===== src/rtl/seq_gen_pkg.sv =====
`default_nettype none
// ============================================================================
// Module   : seq_gen_pkg
// Purpose  : Shared state encoding and default sizes for the serial pattern generator.
// Revision : 1.0 - initial release
// ============================================================================
package seq_gen_pkg;

   localparam int c_max_len = 16;
   localparam int c_len_w   = 5;
   localparam int c_rep_w   = 4;
   localparam int c_gap_w   = 4;

   localparam bit c_msb_first = 1'b1;

   typedef enum logic [1:0] {
      ST_IDLE  = 2'd0,
      ST_SHIFT = 2'd1,
      ST_GAP   = 2'd2,
      ST_FIN   = 2'd3
   } state_t;

endpackage
`default_nettype wire


===== src/rtl/seq_gen_shreg.sv =====
`default_nettype none
// ============================================================================
// Module   : seq_gen_shreg
// Purpose  : Loadable pattern shift register with remaining-bit counter.
// Revision : 1.0 - initial release
// ============================================================================
module seq_gen_shreg
   import seq_gen_pkg::*;
#(
   parameter int MAX_LEN = c_max_len,
   parameter int LEN_W   = c_len_w
) (
   input  logic               clk,
   input  logic               rst,
   input  logic               load,
   input  logic               shift,
   input  logic [MAX_LEN-1:0] pattern,
   input  logic [LEN_W-1:0]   len,
   output logic               serial,
   output logic               last_bit
);

   localparam logic [LEN_W-1:0] c_width = LEN_W'(MAX_LEN);

   logic [MAX_LEN-1:0] r_data;
   logic [LEN_W-1:0]   r_cnt;
   logic [MAX_LEN-1:0] w_load_val;
   logic [MAX_LEN-1:0] w_shifted;
   logic [MAX_LEN-1:0] w_data_nxt;

   // serial is the bit that r_data will present after this edge, so the
   // parent can register it alongside its own state update.
   generate
      if (c_msb_first) begin : g_msb_first
         assign w_load_val = pattern << (c_width - len);
         assign w_shifted  = {r_data[MAX_LEN-2:0], 1'b0};
         assign serial     = w_data_nxt[MAX_LEN-1];
      end else begin : g_lsb_first
         assign w_load_val = pattern;
         assign w_shifted  = {1'b0, r_data[MAX_LEN-1:1]};
         assign serial     = w_data_nxt[0];
      end
   endgenerate

   always_comb begin
      w_data_nxt = r_data;
      if (load) begin
         w_data_nxt = w_load_val;
      end else if (shift) begin
         w_data_nxt = w_shifted;
      end
   end

   always_ff @(posedge clk) begin
      if (rst) begin
         r_data <= '0;
         r_cnt  <= '0;
      end else begin
         r_data <= w_data_nxt;
         if (load) begin
            r_cnt <= len - 1'b1;
         end else if (shift && (r_cnt != '0)) begin
            r_cnt <= r_cnt - 1'b1;
         end
      end
   end

   assign last_bit = (r_cnt == '0);

endmodule
`default_nettype wire


===== src/rtl/seq_pattern_gen.sv =====
`default_nettype none
// ============================================================================
// Module   : seq_pattern_gen
// Purpose  : Serial pattern transmitter with repeat count and inter-burst gap.
// Revision : 1.0 - initial release
// ============================================================================
module seq_pattern_gen
   import seq_gen_pkg::*;
#(
   parameter int MAX_LEN = c_max_len,
   parameter int LEN_W   = c_len_w,
   parameter int REP_W   = c_rep_w,
   parameter int GAP_W   = c_gap_w
) (
   input  logic               CLK,
   input  logic               RST,
   input  logic               START,
   input  logic               ABORT,
   input  logic [MAX_LEN-1:0] PATTERN,
   input  logic [LEN_W-1:0]   LEN,
   input  logic [REP_W-1:0]   REPEAT,
   input  logic [GAP_W-1:0]   GAP,
   output logic               OUT,
   output logic               OUT_VALID,
   output logic               BUSY,
   output logic               DONE,
   output logic               ERR
);

   state_t             r_state;
   state_t             w_state_nxt;
   logic [MAX_LEN-1:0] r_pat;
   logic [LEN_W-1:0]   r_len;
   logic [REP_W-1:0]   r_rep;
   logic [GAP_W-1:0]   r_gap_len;
   logic [GAP_W-1:0]   r_gap_cnt;
   logic               r_out;
   logic               r_out_valid;
   logic               r_busy;
   logic               r_done;
   logic               r_err;

   logic               w_len_ok;
   logic               w_capture;
   logic               w_load;
   logic               w_use_cap;
   logic               w_shift;
   logic               w_rep_dec;
   logic               w_gap_load;
   logic               w_gap_dec;
   logic               w_err;
   logic [MAX_LEN-1:0] w_sr_pat;
   logic [LEN_W-1:0]   w_sr_len;
   logic               w_bit;
   logic               w_last;

   assign w_len_ok = (LEN != '0) && (LEN <= LEN_W'(MAX_LEN));

   // Repetitions reload from the captured copy so later input changes are ignored.
   assign w_sr_pat = w_use_cap ? r_pat : PATTERN;
   assign w_sr_len = w_use_cap ? r_len : LEN;

   seq_gen_shreg #(
      .MAX_LEN (MAX_LEN),
      .LEN_W   (LEN_W)
   ) u_shreg (
      .clk      (CLK),
      .rst      (RST),
      .load     (w_load),
      .shift    (w_shift),
      .pattern  (w_sr_pat),
      .len      (w_sr_len),
      .serial   (w_bit),
      .last_bit (w_last)
   );

   always_comb begin
      w_state_nxt = r_state;
      w_capture   = 1'b0;
      w_load      = 1'b0;
      w_use_cap   = 1'b0;
      w_shift     = 1'b0;
      w_rep_dec   = 1'b0;
      w_gap_load  = 1'b0;
      w_gap_dec   = 1'b0;
      w_err       = 1'b0;
      case (r_state)
         ST_IDLE: begin
            if (START) begin
               if (w_len_ok) begin
                  w_capture   = 1'b1;
                  w_load      = 1'b1;
                  w_state_nxt = ST_SHIFT;
               end else begin
                  w_err = 1'b1;
               end
            end
         end
         ST_SHIFT: begin
            if (ABORT) begin
               w_state_nxt = ST_IDLE;
            end else if (!w_last) begin
               w_shift = 1'b1;
            end else if (r_rep != '0) begin
               w_rep_dec = 1'b1;
               if (r_gap_len != '0) begin
                  w_gap_load  = 1'b1;
                  w_state_nxt = ST_GAP;
               end else begin
                  w_load    = 1'b1;
                  w_use_cap = 1'b1;
               end
            end else begin
               w_state_nxt = ST_FIN;
            end
         end
         ST_GAP: begin
            if (ABORT) begin
               w_state_nxt = ST_IDLE;
            end else if (r_gap_cnt <= GAP_W'(1)) begin
               w_load      = 1'b1;
               w_use_cap   = 1'b1;
               w_state_nxt = ST_SHIFT;
            end else begin
               w_gap_dec = 1'b1;
            end
         end
         ST_FIN: begin
            w_state_nxt = ST_IDLE;
         end
         default: begin
            w_state_nxt = ST_IDLE;
         end
      endcase
   end

   always_ff @(posedge CLK) begin
      if (RST) begin
         r_state     <= ST_IDLE;
         r_pat       <= '0;
         r_len       <= '0;
         r_rep       <= '0;
         r_gap_len   <= '0;
         r_gap_cnt   <= '0;
         r_out       <= 1'b0;
         r_out_valid <= 1'b0;
         r_busy      <= 1'b0;
         r_done      <= 1'b0;
         r_err       <= 1'b0;
      end else begin
         r_state <= w_state_nxt;
         if (w_capture) begin
            r_pat     <= PATTERN;
            r_len     <= LEN;
            r_rep     <= REPEAT;
            r_gap_len <= GAP;
         end else if (w_rep_dec) begin
            r_rep <= r_rep - 1'b1;
         end
         if (w_gap_load) begin
            r_gap_cnt <= r_gap_len;
         end else if (w_gap_dec) begin
            r_gap_cnt <= r_gap_cnt - 1'b1;
         end
         // Outputs describe the state being entered, keeping them fully registered.
         r_out_valid <= (w_state_nxt == ST_SHIFT);
         r_out       <= (w_state_nxt == ST_SHIFT) && w_bit;
         r_busy      <= (w_state_nxt == ST_SHIFT) || (w_state_nxt == ST_GAP);
         r_done      <= (w_state_nxt == ST_FIN);
         r_err       <= w_err;
      end
   end

   assign OUT       = r_out;
   assign OUT_VALID = r_out_valid;
   assign BUSY      = r_busy;
   assign DONE      = r_done;
   assign ERR       = r_err;

endmodule
`default_nettype wire


===== config.mk =====
export PLATFORM = sky130hd
export DESIGN_NAME = seq_pattern_gen
export DESIGN_NICKNAME = d
export VERILOG_FILES = /design/src/rtl/seq_gen_pkg.sv /design/src/rtl/seq_gen_shreg.sv /design/src/rtl/seq_pattern_gen.sv
export SDC_FILE = /design/constraint.sdc
export NUM_CORES = 1
export LEC_CHECK = 0
export CORE_AREA = 5 5 105 107
export CTS_CLUSTER_DIAMETER = 150
export DETAILED_ROUTE_END_ITERATION = 6
export DIE_AREA = 0 0 110 112
export DONT_BUFFER_PORTS = 1
export GPL_ROUTABILITY_DRIVEN = 0
export PLACE_DENSITY = 0.7
export SETUP_SLACK_MARGIN = 0.1
export SLEW_MARGIN = 10
export SYNTH_ARGS = -nofsm -noshare
export SYNTH_HDL_FRONTEND = slang
export SYNTH_SLANG_ARGS = --single-unit

===== constraint.sdc =====
create_clock -name CLK -period 3.38 [get_ports CLK]
set_clock_uncertainty 0.2 [all_clocks]
set_input_delay 0.338 -clock CLK [delete_from_list [all_inputs] [get_ports CLK]]
set_output_delay 0.338 -clock CLK [all_outputs]
set_load 0.05 [all_outputs]

==> reports/results.tsv <==
metric	value	unit
fp-row-count	37	
reg2reg_depth	11	
antenna_found_initial	0	
cp.arrival	3210	ps
p_switching	0.702	mW
synth-seq-cells	61	
pwr-share-clk	36.6	%
cts_tree	yes	
p_int	1.55	mW
post-dp-hpwl	8.26	mm
instances_no_fill	737	
die-width	110	um
fmax	314	MHz
setup_violations	0	
synth_edf_count	0	
via_per_inst	5.88	
cts_buffers	9	
drc_errors	0	
critPathRequiredTime	3400	ps
cts_root_buf	clkbuf_8	
critPathCaptureType	flop	
synth-simple-area-share	24.3	%
die_h	112	um
die-area	0.0123	mm2
antenna_left	0	
start_util	43.0	%
clk_latency	340	ps
io_buffer_count	0	
synthMuxAreaShare	18.1	%
overflow	0	
holdPathStages	2	
fin_nets	640	
area_growth	23.6	%
dp_cells	679	
combPwrFrac	25.8	%
hold_viol_final	0	
boundaryPins	38	
drt-pass1-iter-count	5	
min_period	3180	ps
hold_class	in -> reg	
yosys.cell_types.count	58	
cts_num_sinks	61	
powerDensity	421	mW/mm2
status	finished, final reports clean	
syn_inst	554	
cp_max_fo	6	
synth_area_per_cell	7.80	um2
placed_area	0.00457	mm2
drive_above_1_share	17.5	%
synth_xor_area_share	3.44	%
synthFlopType	dfxtp_1	
post-route-period-util	94.2	%
wl_per_cell	16.9	um
nFillCells	906	
core	0.0100	mm2
fin_area	0.00534	mm2
synth-compound-area-share	18.0	%
synth_fa_ha_area_share	3.18	%
seq_power_share	37.5	%
synth_area	0.00432	mm2
switching_share	31.2	%
yosysSeqAreaShare	28.2	%
final_max_slew_viol_count	0	
grt_pass1_wl	20.6	mm
slew_headroom	59.2	%
drtIter0Drc	385	
async_flop_share	0	%
grt_usage	20.5	%
path_clk_slew	80	ps
critPathKind	reg -> reg	
worst_pin_slew	607	ps
grt_pass1_vias	4136	
antenna-diode-count	0	
clockBufferDepth	2	
htreeDepth	3	
rsz0062_at_grt	false	
finalPower	2.25	mW
startpoint_type	flop	
synth_top_family_by_area	simple AND/OR/NAND/NOR gates	
drt-total-wl	12.4	mm
leakage	2.05	nW
yosys_warnings	0	
mappedNetlistNets	598	
vias	4330	
grt_max_degree	56	
maxCapViolCount	0	
irDropWorstVdd	0.000238	V
-- per-layer routing --
layer	part of all wire, %	GRT usage, %	vias to the layer above
met3	6.6	4.06	23
met4	2.1	6.57	0
met5	0	0	-
met2	48	33.1	194
met1	43	27.3	2069
li1	-	-	2044
-- layout make-up --
cell class | instances | area (um2) | area share, %
Clock inverter | 6 | 110 | 2.06
Timing Repair Buffer | 68 | 624 | 11.7
Multi-Input combinational cell | 446 | 3040 | 56.9
Sequential cell | 61 | 1220 | 22.9
Clock buffer | 10 | 138 | 2.58
Tap cell | 136 | 170 | 3.19
Inverter | 10 | 37.5 | 0.703
-- critical path, cell delays in order, from the launching register on --
cell,delay (ps)
dfxtp_1,320
inv_2,100
ha_4,140
or4b_4,480
nor4_4,300
o21ai_4,160
buf_12,170
mux2i_2,240
mux2_4,350
a2111oi_4,390
a2bb2oi_2,160
nor2_1,40
-- kinds of logic (layout without fill, tap and decap cells) --
logic type,Yosys count,count (layout)
buffers and inverters,48,94
multiplexers,63,63
AO/OA/AOI/OAI,130,131
AND/OR/NAND/NOR,224,224
flip-flops,61,61
adder cells (fa/ha/maj),11,11
XOR/XNOR,17,17
-- state kept, by name, indices dropped and copies added (netlist names), 2 cells and up --
register        count
u_shreg.r_cnt       5
r_rep               4
u_shreg.r_data     16
r_state             2
r_gap_cnt           4
r_gap_len           4
r_len               5
r_pat              16
-- worst paths after layout --
check / from / endpoint / slack, ps
max: r_state[1]$_SDFF_PP0_ / u_shreg.r_data[14]$_SDFFE_PP0P_ / 200
min: RST / u_shreg.r_cnt[1]$_SDFFE_PP0P_ / 70
max reg2reg: r_state[1]$_SDFF_PP0_ / u_shreg.r_data[14]$_SDFFE_PP0P_ / 200
min reg2reg: r_pat[15]$_SDFFE_PP0P_ / r_pat[15]$_SDFFE_PP0P_ / 270
-- per-stage QoR --
stage | worst slack (ps) | TNS [ps] | utilization, % | hold WS (ps)
finish | 195 | 0 | 53.2 | 70.4
global route | 54.8 | 0 | 53.2 | 68.6
CTS | 81.3 | 0 | 52.1 | 67.2
detailed placement | -59.3 | -59.3 | 45.5 | 219
global placement | 133 | 0 | 45.5 | 217
floorplan | 139 | 0 | - | 217
-- layout by cell type, fill, tap and decap left out, types with 11 or more instances in the layout --
master	n
nand2_1	110
a21oi_1	71
dfxtp_1	60
nor2_1	44
mux2i_1	39
buf_4	33
dlygate4sd3_1	30
xnor2_1	13
a211oi_1	13
nor2b_1	11
o21ai_0	11
-- synthesized netlist by cell type (4+ instances only) --
cell,number,share of area [%]
o22ai_1,4,0.58
a31oi_1,5,0.72
nor2_1,45,3.9
clkbuf_1,31,2.7
nand3_1,10,1.2
nor2b_1,11,1.6
mux2_2,10,2.6
dfxtp_1,61,28
o211ai_1,5,0.87
ha_1,11,3.2
a21oi_1,71,8.2
o21ai_1,4,0.46
a211oi_1,14,2.4
nand2_1,110,9.6
inv_1,10,0.87
mux2i_1,42,9.7
o21ai_0,11,1.3
xor2_1,4,0.81
xnor2_1,13,2.6
nand2b_1,10,1.4
nor3_1,9,1.0
mux4_2,10,5.2
-- power by group through the flow --
stage | logic [mW] | registers (mW) | clock network, mW
floorplan | 0.395 | 0.837 | 0
global placement | 0.474 | 0.854 | 0
detailed placement | 0.486 | 0.856 | 0
CTS | 0.552 | 0.841 | 0.831
global route | 0.632 | 0.850 | 0.866
finish | 0.580 | 0.844 | 0.823
-- timing repair --
item                                    4_1_cts  5_1_grt
endpoints found under the hold margin        55        0
gates resized for setup                      11       14
endpoints found under the setup margin        4       16
pin swaps                                     3        2
hold buffers                                 31        0
gates cloned                                  2        0
setup buffers                                 5        4
Power figures use the tool's default switching activity.
